## src/rtl/i_cache_pkg.sv

```systemverilog
// Shared definitions for the instruction cache: default word width, FSM
// state encodings and the address-split width helpers.
package i_cache_pkg;

  localparam int IC_WORD_SIZE = 16;

  typedef enum logic {
    IC_IDLE = 1'b0,
    IC_FILL = 1'b1
  } ic_state_e;

  function automatic int ic_off_w(input int line_words);
    return $clog2(line_words);
  endfunction

  function automatic int ic_idx_w(input int num_lines);
    return $clog2(num_lines);
  endfunction

  function automatic int ic_tag_w(input int word_size, input int line_words, input int num_lines);
    return word_size - $clog2(line_words) - $clog2(num_lines);
  endfunction

endpackage

```

## src/rtl/i_cache_if.sv

```systemverilog
// Fetch-port and line-fill bus of the instruction cache; the cache sits on
// the slave modport, the CPU/memory side (or a bench) on the master modport.
interface i_cache_if
  import i_cache_pkg::*;
#(
  parameter int WORD_SIZE  = IC_WORD_SIZE,
  parameter int LINE_WORDS = 4
);
  logic                            readM1;
  logic [WORD_SIZE-1:0]            address1;
  logic [WORD_SIZE-1:0]            data1;
  logic                            i_ready;
  logic                            mem_read;
  logic [WORD_SIZE-1:0]            mem_address;
  logic [WORD_SIZE*LINE_WORDS-1:0] mem_data;
  logic                            mem_ready;
  logic [WORD_SIZE-1:0]            hit_count;
  logic [WORD_SIZE-1:0]            miss_count;

  modport slave (
    input  readM1, address1, mem_data, mem_ready,
    output data1, i_ready, mem_read, mem_address, hit_count, miss_count
  );

  modport master (
    output readM1, address1, mem_data, mem_ready,
    input  data1, i_ready, mem_read, mem_address, hit_count, miss_count
  );
endinterface

```

## src/rtl/i_cache_array.sv

```systemverilog
// Direct-mapped line storage: valid/tag/data per line with an asynchronous
// word read port and a clocked whole-line write port.
module i_cache_array #(
  parameter int WORD_SIZE  = 16,
  parameter int LINE_WORDS = 4,
  parameter int NUM_LINES  = 4,
  parameter int OFF_W      = 2,
  parameter int IDX_W      = 2,
  parameter int TAG_W      = 12
) (
  input  logic                            clk,
  input  logic                            rst,
  input  logic [IDX_W-1:0]                rd_index,
  input  logic [OFF_W-1:0]                rd_offset,
  output logic                            rd_valid,
  output logic [TAG_W-1:0]                rd_tag,
  output logic [WORD_SIZE-1:0]            rd_word,
  input  logic                            wr_en,
  input  logic [IDX_W-1:0]                wr_index,
  input  logic [TAG_W-1:0]                wr_tag,
  input  logic [WORD_SIZE*LINE_WORDS-1:0] wr_line
);
  logic [NUM_LINES-1:0] valid_q, valid_d;
  logic [TAG_W-1:0]     tag_q  [NUM_LINES];
  logic [WORD_SIZE-1:0] data_q [NUM_LINES][LINE_WORDS];

  always_comb begin
    valid_d = valid_q;
    if (wr_en) valid_d[wr_index] = 1'b1;
  end

  always_ff @(posedge clk) begin
    if (rst) valid_q <= '0;
    else     valid_q <= valid_d;
  end

  // Tag and data need no reset: a cleared valid bit masks whatever they hold.
  always_ff @(posedge clk) begin
    if (wr_en) begin
      tag_q[wr_index] <= wr_tag;
      for (int k = 0; k < LINE_WORDS; k++)
        data_q[wr_index][k] <= wr_line[k*WORD_SIZE +: WORD_SIZE];
    end
  end

  assign rd_valid = valid_q[rd_index];
  assign rd_tag   = tag_q[rd_index];
  assign rd_word  = data_q[rd_index][rd_offset];

endmodule

```

## src/rtl/i_cache.sv

```systemverilog
// Direct-mapped read-only instruction cache: zero-latency hits, line fill on
// miss with fetch stalled through i_ready, plus hit/miss counters.
module i_cache
  import i_cache_pkg::*;
#(
  parameter int WORD_SIZE  = IC_WORD_SIZE,
  parameter int LINE_WORDS = 4,
  parameter int NUM_LINES  = 4
) (
  input  logic    Clk,
  input  logic    Reset,
  i_cache_if.slave bus
);
  localparam int OFF_W  = ic_off_w(LINE_WORDS);
  localparam int IDX_W  = ic_idx_w(NUM_LINES);
  localparam int TAG_W  = ic_tag_w(WORD_SIZE, LINE_WORDS, NUM_LINES);
  localparam int LINE_W = WORD_SIZE - OFF_W;

  ic_state_e            state_q, state_d;
  logic [LINE_W-1:0]    line_addr_q, line_addr_d;
  logic [WORD_SIZE-1:0] hit_count_q, hit_count_d;
  logic [WORD_SIZE-1:0] miss_count_q, miss_count_d;

  logic                 rd_valid;
  logic [TAG_W-1:0]     rd_tag;
  logic [WORD_SIZE-1:0] rd_word;
  logic                 line_we;
  logic                 i_ready;
  logic [WORD_SIZE-1:0] data1;

  i_cache_array #(
    .WORD_SIZE (WORD_SIZE),
    .LINE_WORDS(LINE_WORDS),
    .NUM_LINES (NUM_LINES),
    .OFF_W     (OFF_W),
    .IDX_W     (IDX_W),
    .TAG_W     (TAG_W)
  ) u_array (
    .clk      (Clk),
    .rst      (Reset),
    .rd_index (bus.address1[OFF_W +: IDX_W]),
    .rd_offset(bus.address1[OFF_W-1:0]),
    .rd_valid (rd_valid),
    .rd_tag   (rd_tag),
    .rd_word  (rd_word),
    // Reset beats a simultaneous mem_ready so a dying fill never lands.
    .wr_en    (line_we & ~Reset),
    .wr_index (line_addr_q[IDX_W-1:0]),
    .wr_tag   (line_addr_q[LINE_W-1 -: TAG_W]),
    .wr_line  (bus.mem_data)
  );

  always_comb begin
    state_d      = state_q;
    line_addr_d  = line_addr_q;
    hit_count_d  = hit_count_q;
    miss_count_d = miss_count_q;
    line_we      = 1'b0;
    i_ready      = 1'b0;
    data1        = '0;
    case (state_q)
      IC_IDLE: begin
        if (!bus.readM1) begin
          i_ready = 1'b1;
        end else if (rd_valid && rd_tag == bus.address1[WORD_SIZE-1 -: TAG_W]) begin
          i_ready     = 1'b1;
          data1       = rd_word;
          hit_count_d = hit_count_q + WORD_SIZE'(1);
        end else begin
          line_addr_d  = bus.address1[WORD_SIZE-1:OFF_W];
          miss_count_d = miss_count_q + WORD_SIZE'(1);
          state_d      = IC_FILL;
        end
      end
      IC_FILL: begin
        if (bus.mem_ready) begin
          line_we = 1'b1;
          state_d = IC_IDLE;
        end
      end
      default: state_d = IC_IDLE;
    endcase
  end

  always_ff @(posedge Clk) begin
    if (Reset) begin
      state_q      <= IC_IDLE;
      line_addr_q  <= '0;
      hit_count_q  <= '0;
      miss_count_q <= '0;
    end else begin
      state_q      <= state_d;
      line_addr_q  <= line_addr_d;
      hit_count_q  <= hit_count_d;
      miss_count_q <= miss_count_d;
    end
  end

  assign bus.i_ready     = i_ready;
  assign bus.data1       = data1;
  assign bus.mem_read    = (state_q == IC_FILL);
  assign bus.mem_address = {line_addr_q, {OFF_W{1'b0}}};
  assign bus.hit_count   = hit_count_q;
  assign bus.miss_count  = miss_count_q;

endmodule

```

## src/flat_wrapper.sv

```systemverilog
// flat-port wrapper written by rule: the top's interface ports become plain ports
module i_cache_flat import i_cache_pkg::*;
#(
  parameter int WORD_SIZE  = IC_WORD_SIZE,
  parameter int LINE_WORDS = 4,
  parameter int NUM_LINES  = 4
)
  (Clk, Reset, bus_readM1, bus_address1, bus_mem_data, bus_mem_ready, bus_data1, bus_i_ready, bus_mem_read, bus_mem_address, bus_hit_count, bus_miss_count);
  i_cache_if #(.WORD_SIZE(WORD_SIZE), .LINE_WORDS(LINE_WORDS)) bus_i ();
  input  logic Clk;
  input  logic Reset;
  input wire logic [$bits(bus_i.readM1)-1:0] bus_readM1;
  input wire logic [$bits(bus_i.address1)-1:0] bus_address1;
  input wire logic [$bits(bus_i.mem_data)-1:0] bus_mem_data;
  input wire logic [$bits(bus_i.mem_ready)-1:0] bus_mem_ready;
  output wire logic [$bits(bus_i.data1)-1:0] bus_data1;
  output wire logic [$bits(bus_i.i_ready)-1:0] bus_i_ready;
  output wire logic [$bits(bus_i.mem_read)-1:0] bus_mem_read;
  output wire logic [$bits(bus_i.mem_address)-1:0] bus_mem_address;
  output wire logic [$bits(bus_i.hit_count)-1:0] bus_hit_count;
  output wire logic [$bits(bus_i.miss_count)-1:0] bus_miss_count;
  assign bus_i.readM1 = bus_readM1;
  assign bus_i.address1 = bus_address1;
  assign bus_i.mem_data = bus_mem_data;
  assign bus_i.mem_ready = bus_mem_ready;
  assign bus_data1 = bus_i.data1;
  assign bus_i_ready = bus_i.i_ready;
  assign bus_mem_read = bus_i.mem_read;
  assign bus_mem_address = bus_i.mem_address;
  assign bus_hit_count = bus_i.hit_count;
  assign bus_miss_count = bus_i.miss_count;
  i_cache #(.WORD_SIZE(WORD_SIZE), .LINE_WORDS(LINE_WORDS), .NUM_LINES(NUM_LINES)) u_core (.Clk(Clk), .Reset(Reset), .bus(bus_i));
endmodule
```

## config.mk

```make
export PLATFORM = sky130hd
export DESIGN_NAME = i_cache_flat
export DESIGN_NICKNAME = d
export VERILOG_FILES = /design/src/rtl/i_cache_pkg.sv /design/src/rtl/i_cache_if.sv /design/src/rtl/i_cache_array.sv /design/src/rtl/i_cache.sv /design/src/flat_wrapper.sv
export SDC_FILE = /design/constraint.sdc
export NUM_CORES = 1
export LEC_CHECK = 0
export BUFFER_PORTS_ARGS = -buffer_cell sky130_fd_sc_hd__buf_4
export CAP_MARGIN = 10
export CORE_MARGIN = 5
export CORE_UTILIZATION = 40
export CTS_CLUSTER_SIZE = 24
export DETAILED_ROUTE_END_ITERATION = 6
export PLACE_DENSITY_LB_ADDON = 0.3
export SYNTH_ARGS = -nofsm -noshare
export SYNTH_HDL_FRONTEND = slang
export SYNTH_HIERARCHICAL = 1
export SYNTH_SLANG_ARGS = --single-unit
```

## constraint.sdc

```tcl
create_clock -name Clk -period 9.8 [get_ports Clk]
set_input_delay 1.47 -clock Clk [delete_from_list [all_inputs] [get_ports Clk]]
set_output_delay 1.47 -clock Clk [all_outputs]
set_load 0.02 [all_outputs]
```

# == After elaboration in Yosys (flattened, before gate mapping) ==
# Memories as Yosys holds them, arrays and structs flattened.
# Index checks and enable logic that the tools add are counted.
# word_totals
reg_bits,51
mem_bits_rw,304
inputBits,84
wordCells,45
n_memories,2
# op_classes
n_addsub,2
order_cmp,4
n_eq_ne,1
n_mux,21
bitwise,6
n_reduce_logical,4
# mem_list
name,depth,width,rd,rd_ports_with_merged_regs,write_ports,line_no,source
u_core.u_array.data_q,4,64,1,0,1,i_cache_array.sv:25,logic [WORD_SIZE-1:0] data_q [NUM_LINES][LINE_WORDS];
u_core.u_array.tag_q,4,12,1,0,1,i_cache_array.sv:24,logic [TAG_W-1:0] tag_q [NUM_LINES];
# ops
operator,n
2-to-1 mux 16 bit,5
"adder 16 x 1 -> 16 bit, second input constant",2
binary-select mux 16 bit (select 2 bit),1
== test 12 bit,1
2-to-1 mux 1 bit,12
"less-than comparator 2 x 3 -> 1 bit, second input constant",2
AND reduction 3 bit,2
bitwise OR 4 bit,1
">= comparator 3 bit, second input constant",1
inverter 1 bit,3
inverter 2 -> 3 bit,1
binary-select mux 1 bit (select 2 bit),1
demux 1 bit (select 2 bit),1
">= comparator 2 x 1 -> 1 bit, second input constant",1
logical AND 1 bit,2
one-hot mux 1 bit (2 select lines),1
bitwise AND 1 bit,1

# == Logic depth before layout (Yosys ltp) ==
# logic_depth
word_depth,7
depth_mapped,13

# == Cells and area by module ==
# Netlist, hierarchy kept.
# by_module_without_submodules
module,instances,cells_each,area_each_um2,seq_area_each_um2
i_cache_array,1,474,11516.0,9208.8
i_cache,1,301,2413.6,940.9

# == Worst setup path after synthesis ==
# OpenSTA, ideal clock, no wires.
# synth_path
path_kind,input -> register
startpoint,input Reset
endpoint,"memory u_core/u_array/data_q[0][0] (netlist bit), enable pin"
setup_time_ps,622
t_arrival_ps,7652
setup_slack_ps,1526
path_stages,4
path_cell_list,clkbuf_1 -> buf_1 -> nor2_1 -> nor3b_1
# synth_via
elab_chain_len,4
# synth_lines
element,line_no,source
start: declaration,flat_wrapper.sv:11,input logic Reset;
inverter 1 bit,i_cache.sv:47,".wr_en (line_we & ~Reset),"
bitwise AND 1 bit,i_cache.sv:47,
2-to-1 mux 1 bit,i_cache_array.sv:39,if (wr_en) begin
2-to-1 mux 1 bit (not written as such),i_cache_array.sv:42,data_q[wr_index][k] <= wr_line[k*WORD_SIZE +: WORD_SIZE];
end: declaration,i_cache_array.sv:25,
# No other way between the ends.

# == Worst setup path after layout ==
# layout_path
startpoint,input bus_address1[2]
endpoint,output bus_data1[6]
# layout_via
word_cells_on_any_way,12
classes_between,eq/ne (1); mux (8); reduce/logical (1); memory (2)
# layout_lines
element,line_no,source
start: declaration,flat_wrapper.sv:13,input wire logic [$bits(bus_i.address1)-1:0] bus_address1;
memory read (4 x 12 bit),--,
net u_core.rd_tag[7],i_cache.sv:25,logic [TAG_W-1:0] rd_tag;
== test 12 bit,i_cache.sv:65,end else if (rd_valid && rd_tag == bus.address1[WORD_SIZE-1 -: TAG_W]) begin
logical AND 1 bit,i_cache.sv:65,
2-to-1 mux 16 bit,i_cache.sv:65,
2-to-1 mux 16 bit,i_cache.sv:63,if (!bus.readM1) begin
2-to-1 mux 16 bit,i_cache.sv:61,case (state_q)
end: declaration,flat_wrapper.sv:16,output wire logic [$bits(bus_i.data1)-1:0] bus_data1;
# The timed path passes the listed nets, and every way through them passes these cells. The select of a mux whose other input is x is not followed.

==> summary.md <==
| Metric | Value |
|---|---|
| First-pass GRT wire length | roughly 48000 um |
| Endpoints failing setup | 0 |
| Slew headroom | 34.4% |
| Synthesized flop and latch total | roughly 360 |
| Fin nets | approximately 1000 |
| # IOs | 150 |
| Antenna violations before repair | 4 |
| CTS Buffer Depth | 3 |
| Crit-path cells | buf_4, buf_4, mux4_2, xnor2_1, nand2_1, nor4_4, buf_4, and3_1, buf_4 |
| CTS buffer count | 40 |
| Crit path max-delay cell type | buf_4 |
| Multi-input logic area | ~3500 um2 |
| Hold Path Origin | u_core/u_array/valid_q[3] |
| H-tree Lvls | 2 |
| Power per cell area | 197 nW/um2 |
| Final period util | between 60% and 70% |
| Worst slew pin tran | approximately 980 ps |
| CP Data Required Time | ~8300 ps |
| Worst IR drop on VDD | between 0.1 and 0.15 mV |
| CTS tree | yes |
| Fill cell count | about 2900 |
| Fraction of layout cells with a size suffix above 1 | around a third |
| Initial Utilization | approximately two fifths |
| Die area | 38700 um2 |
| Largest net degree at the start of global routing | 56 |
| Die Wd | a little under 200 um |
| Ant diodes | 0 |
| Most used cell, CP | buf_4 |
| Share of flip-flops with an asynchronous set or reset | 0% |
| Total GRT Usage | 15.9% |
| # resized after CTS | 0 |
| Hold Crit Class | flip-flop to flip-flop |
| Setup TNS | 0 ps |
| Postcts setup bufs | 0 |
| Syn Area/Cell | ~18 um2 |
| Initial DRC Count | 490 |
| Die H | around 200 um |
| Status | finished, final reports clean |
| Row cnt | 68 |
| Critical Path Source Type | primary input |
| Post-synth cell types | 38 |
| Fmax | about 160 MHz |
| Maxcap violations | 0 |
| Crit end category | output port |
| Max stage delay on crit path | ~800 ps |
| Kind of critical path | primary input to output port |
| Unrepaired setup endpoints after global routing | no |
| Hold buffer count at CTS | 0 |
| Clock skew | roughly 16 ps |
| Hold path endpoint | u_core/u_array/valid_q[3] |
| Mapped Cells | about 780 |
| Port-buffer cells | 147 |
| Hold depth | 2 |
| RR Endpoint | u_core/bus.hit_count[15] |
| R2R cell count | 7 |
| R2R Setup Slk | approximately 6600 ps |
| RD Place Congestion | slightly above 0.7 |
| Clock slew at reported path FFs | around 60 ps |
| Commonest non-fill, non-tap cell in the layout | edfxtp_1 |
| Fin crit period | about 6300 ps |
| Clk sink count | about 360 |
| Number of enable flip-flop cells after synthesis | ~300 |
| Leak | 5.59 nW |
| Core Util, Final | between 40 and 50% |
| Routed Antenna Nets | 0 |
| Drt wl/cell | roughly 22 um |
| HPWL Detailed | 18800 um |
| Remaining DRCs | 0 |
| Pre-antenna DRT Iters | 5 |
| CP Max Fanout | 50 |
| Ys Warns | 6 |
| Number of global-route vias before repair | around 7900 |
| Worst endpoint data arrival time | around 5000 ps |
| GRT overflow | 0 |
| Vias per std cell | 5.45 |
| Core Area | roughly 34000 um2 |
| Register area share after synthesis | between 70 and 80% |
| Area of the mapped netlist | 13900 um2 |
| Most frequent cells in the layout | edfxtp_1 (304), buf_4 (161), mux4_2 (77), dfxtp_1 (51), a21oi_1 (45) |
| Vias | 7693 |
| Worst skew pair latency | between 500 and 600 ps |
| Max-slew violations | 0 |
| Ys flop type | edfxtp_1 |
| Syn-to-layout area delta | 20.4% |
| Post-Route WL | 31200 um |
| Register area | a little over 10000 um2 |
| R2r startpoint | u_core/u_array/tag_q[2][4] |
| Final-report hold violation count | 0 |
| Clock Tree Root | clkbuf_16 |
## kinds of logic after synthesis
| family | Yosys count | synth area share [%] |
|---|---|---|
| AOI/OAI and AO/OA | 120 | 5.36 |
| and+or+nand+nor | 150 | 5.99 |
| DFF | 355 | 72.9 |
| muxes | 80 | 12.7 |
| other | 1 | 0.0269 |
| xor gates and xnor gates | 12 | 0.755 |
| adders and majority gates | 2 | 0.180 |
| buffers and inverters | 55 | 2.13 |
## worst max-delay path: cells and delay by family
family / cells / cell delay [ps]
and+or+nand+nor: 3 / 560
muxes: 1 / 610
xor gates and xnor gates: 1 / 150
buffers and inverters: 4 / 1980
## synth_stat cells (2+ instances only)
cell	number	share of area (%)
a21oi_1	45	1.6
a22oi_1	29	1.6
a22oi_2	3	0.27
and2_1	2	0.090
and3_1	18	0.81
and3b_1	2	0.13
and4_1	2	0.13
buf_1	4	0.11
buf_12	3	0.43
buf_2	9	0.32
buf_4	4	0.22
buf_6	2	0.16
clkbuf_1	31	0.84
dfxtp_1	51	7.3
edfxtp_1	304	66
ha_1	2	0.18
inv_1	2	0.054
mux2_2	3	0.24
mux4_2	77	12
nand2_1	30	0.81
nand3_1	25	0.90
nand4_1	11	0.49
nor2_1	17	0.46
nor2b_1	7	0.31
nor4_1	2	0.090
o21ai_0	23	0.83
o31ai_1	19	1.0
or2_2	3	0.13
or3_1	6	0.27
or4_1	20	1.1
xnor2_1	12	0.75
## worst max path at each step
stage / from / endpoint / slack, ps / depth (start not counted)
after global placement: bus_address1[2] / bus_data1[15] / 3410 / 9
after floorplan: Reset / u_core/u_array/data_q[0][0] / 1530 / 4
after detailed placement: bus_address1[2] / bus_data1[6] / 3340 / 9
after CTS: bus_address1[2] / bus_data1[6] / 3340 / 9
final: bus_address1[2] / bus_data1[6] / 3450 / 9
after global routing: bus_address1[2] / bus_data1[9] / 3070 / 9
## registers in the layout, summed over array words and instances, names as in the netlist
| register | flops |
|---|---|
| u_core/u_array/valid_q | 4 |
| u_core/u_array/data_q | 256 |
| u_core/bus.miss_count | 16 |
| u_core/bus.hit_count | 16 |
| u_core/line_addr_q | 14 |
| u_core/u_array/tag_q | 48 |
| u_core/bus.mem_read | 1 |
## power breakdown
| group | internal [W] | switching, W | total, W |
|---|---|---|---|
| combinational | 0.0000734 | 0.0000895 | 0.000163 |
| clock | 0.000888 | 0.000587 | 0.00148 |
| sequential | 0.00165 | 0.00000890 | 0.00166 |
## per-stage QoR
step	cell area (um2)	setup WS (ps)	hold slack, ps	total power (W)	instances
after CTS	16800	3340	473	0.00334	1411
after global routing	16800	3070	500	0.00342	1411
after floorplan	13900	1530	435	0.00179	776
final	16800	3450	472	0.00330	1411
after detailed placement	15500	3340	460	0.00186	1339
after global placement	15500	3410	450	0.00186	1339
## layer usage
metal	global-route usage, %	vias up	part of all wire, %
li1	-	3475	-
met5	0	-	0.16
met4	3.78	8	1.8
met2	26.2	226	49
met3	3.50	52	6.6
met1	21.8	3932	42
## area by class of cell
type	instances	area share (%)
flip-flops and latches	355	60.5
multi-input cells	366	21.0
repair buffers	161	7.21
clock buffers	52	6.42
well taps	455	3.39
clock inverters	20	1.41
inverters	2	0.0448
Power figures use the tool's default switching activity.
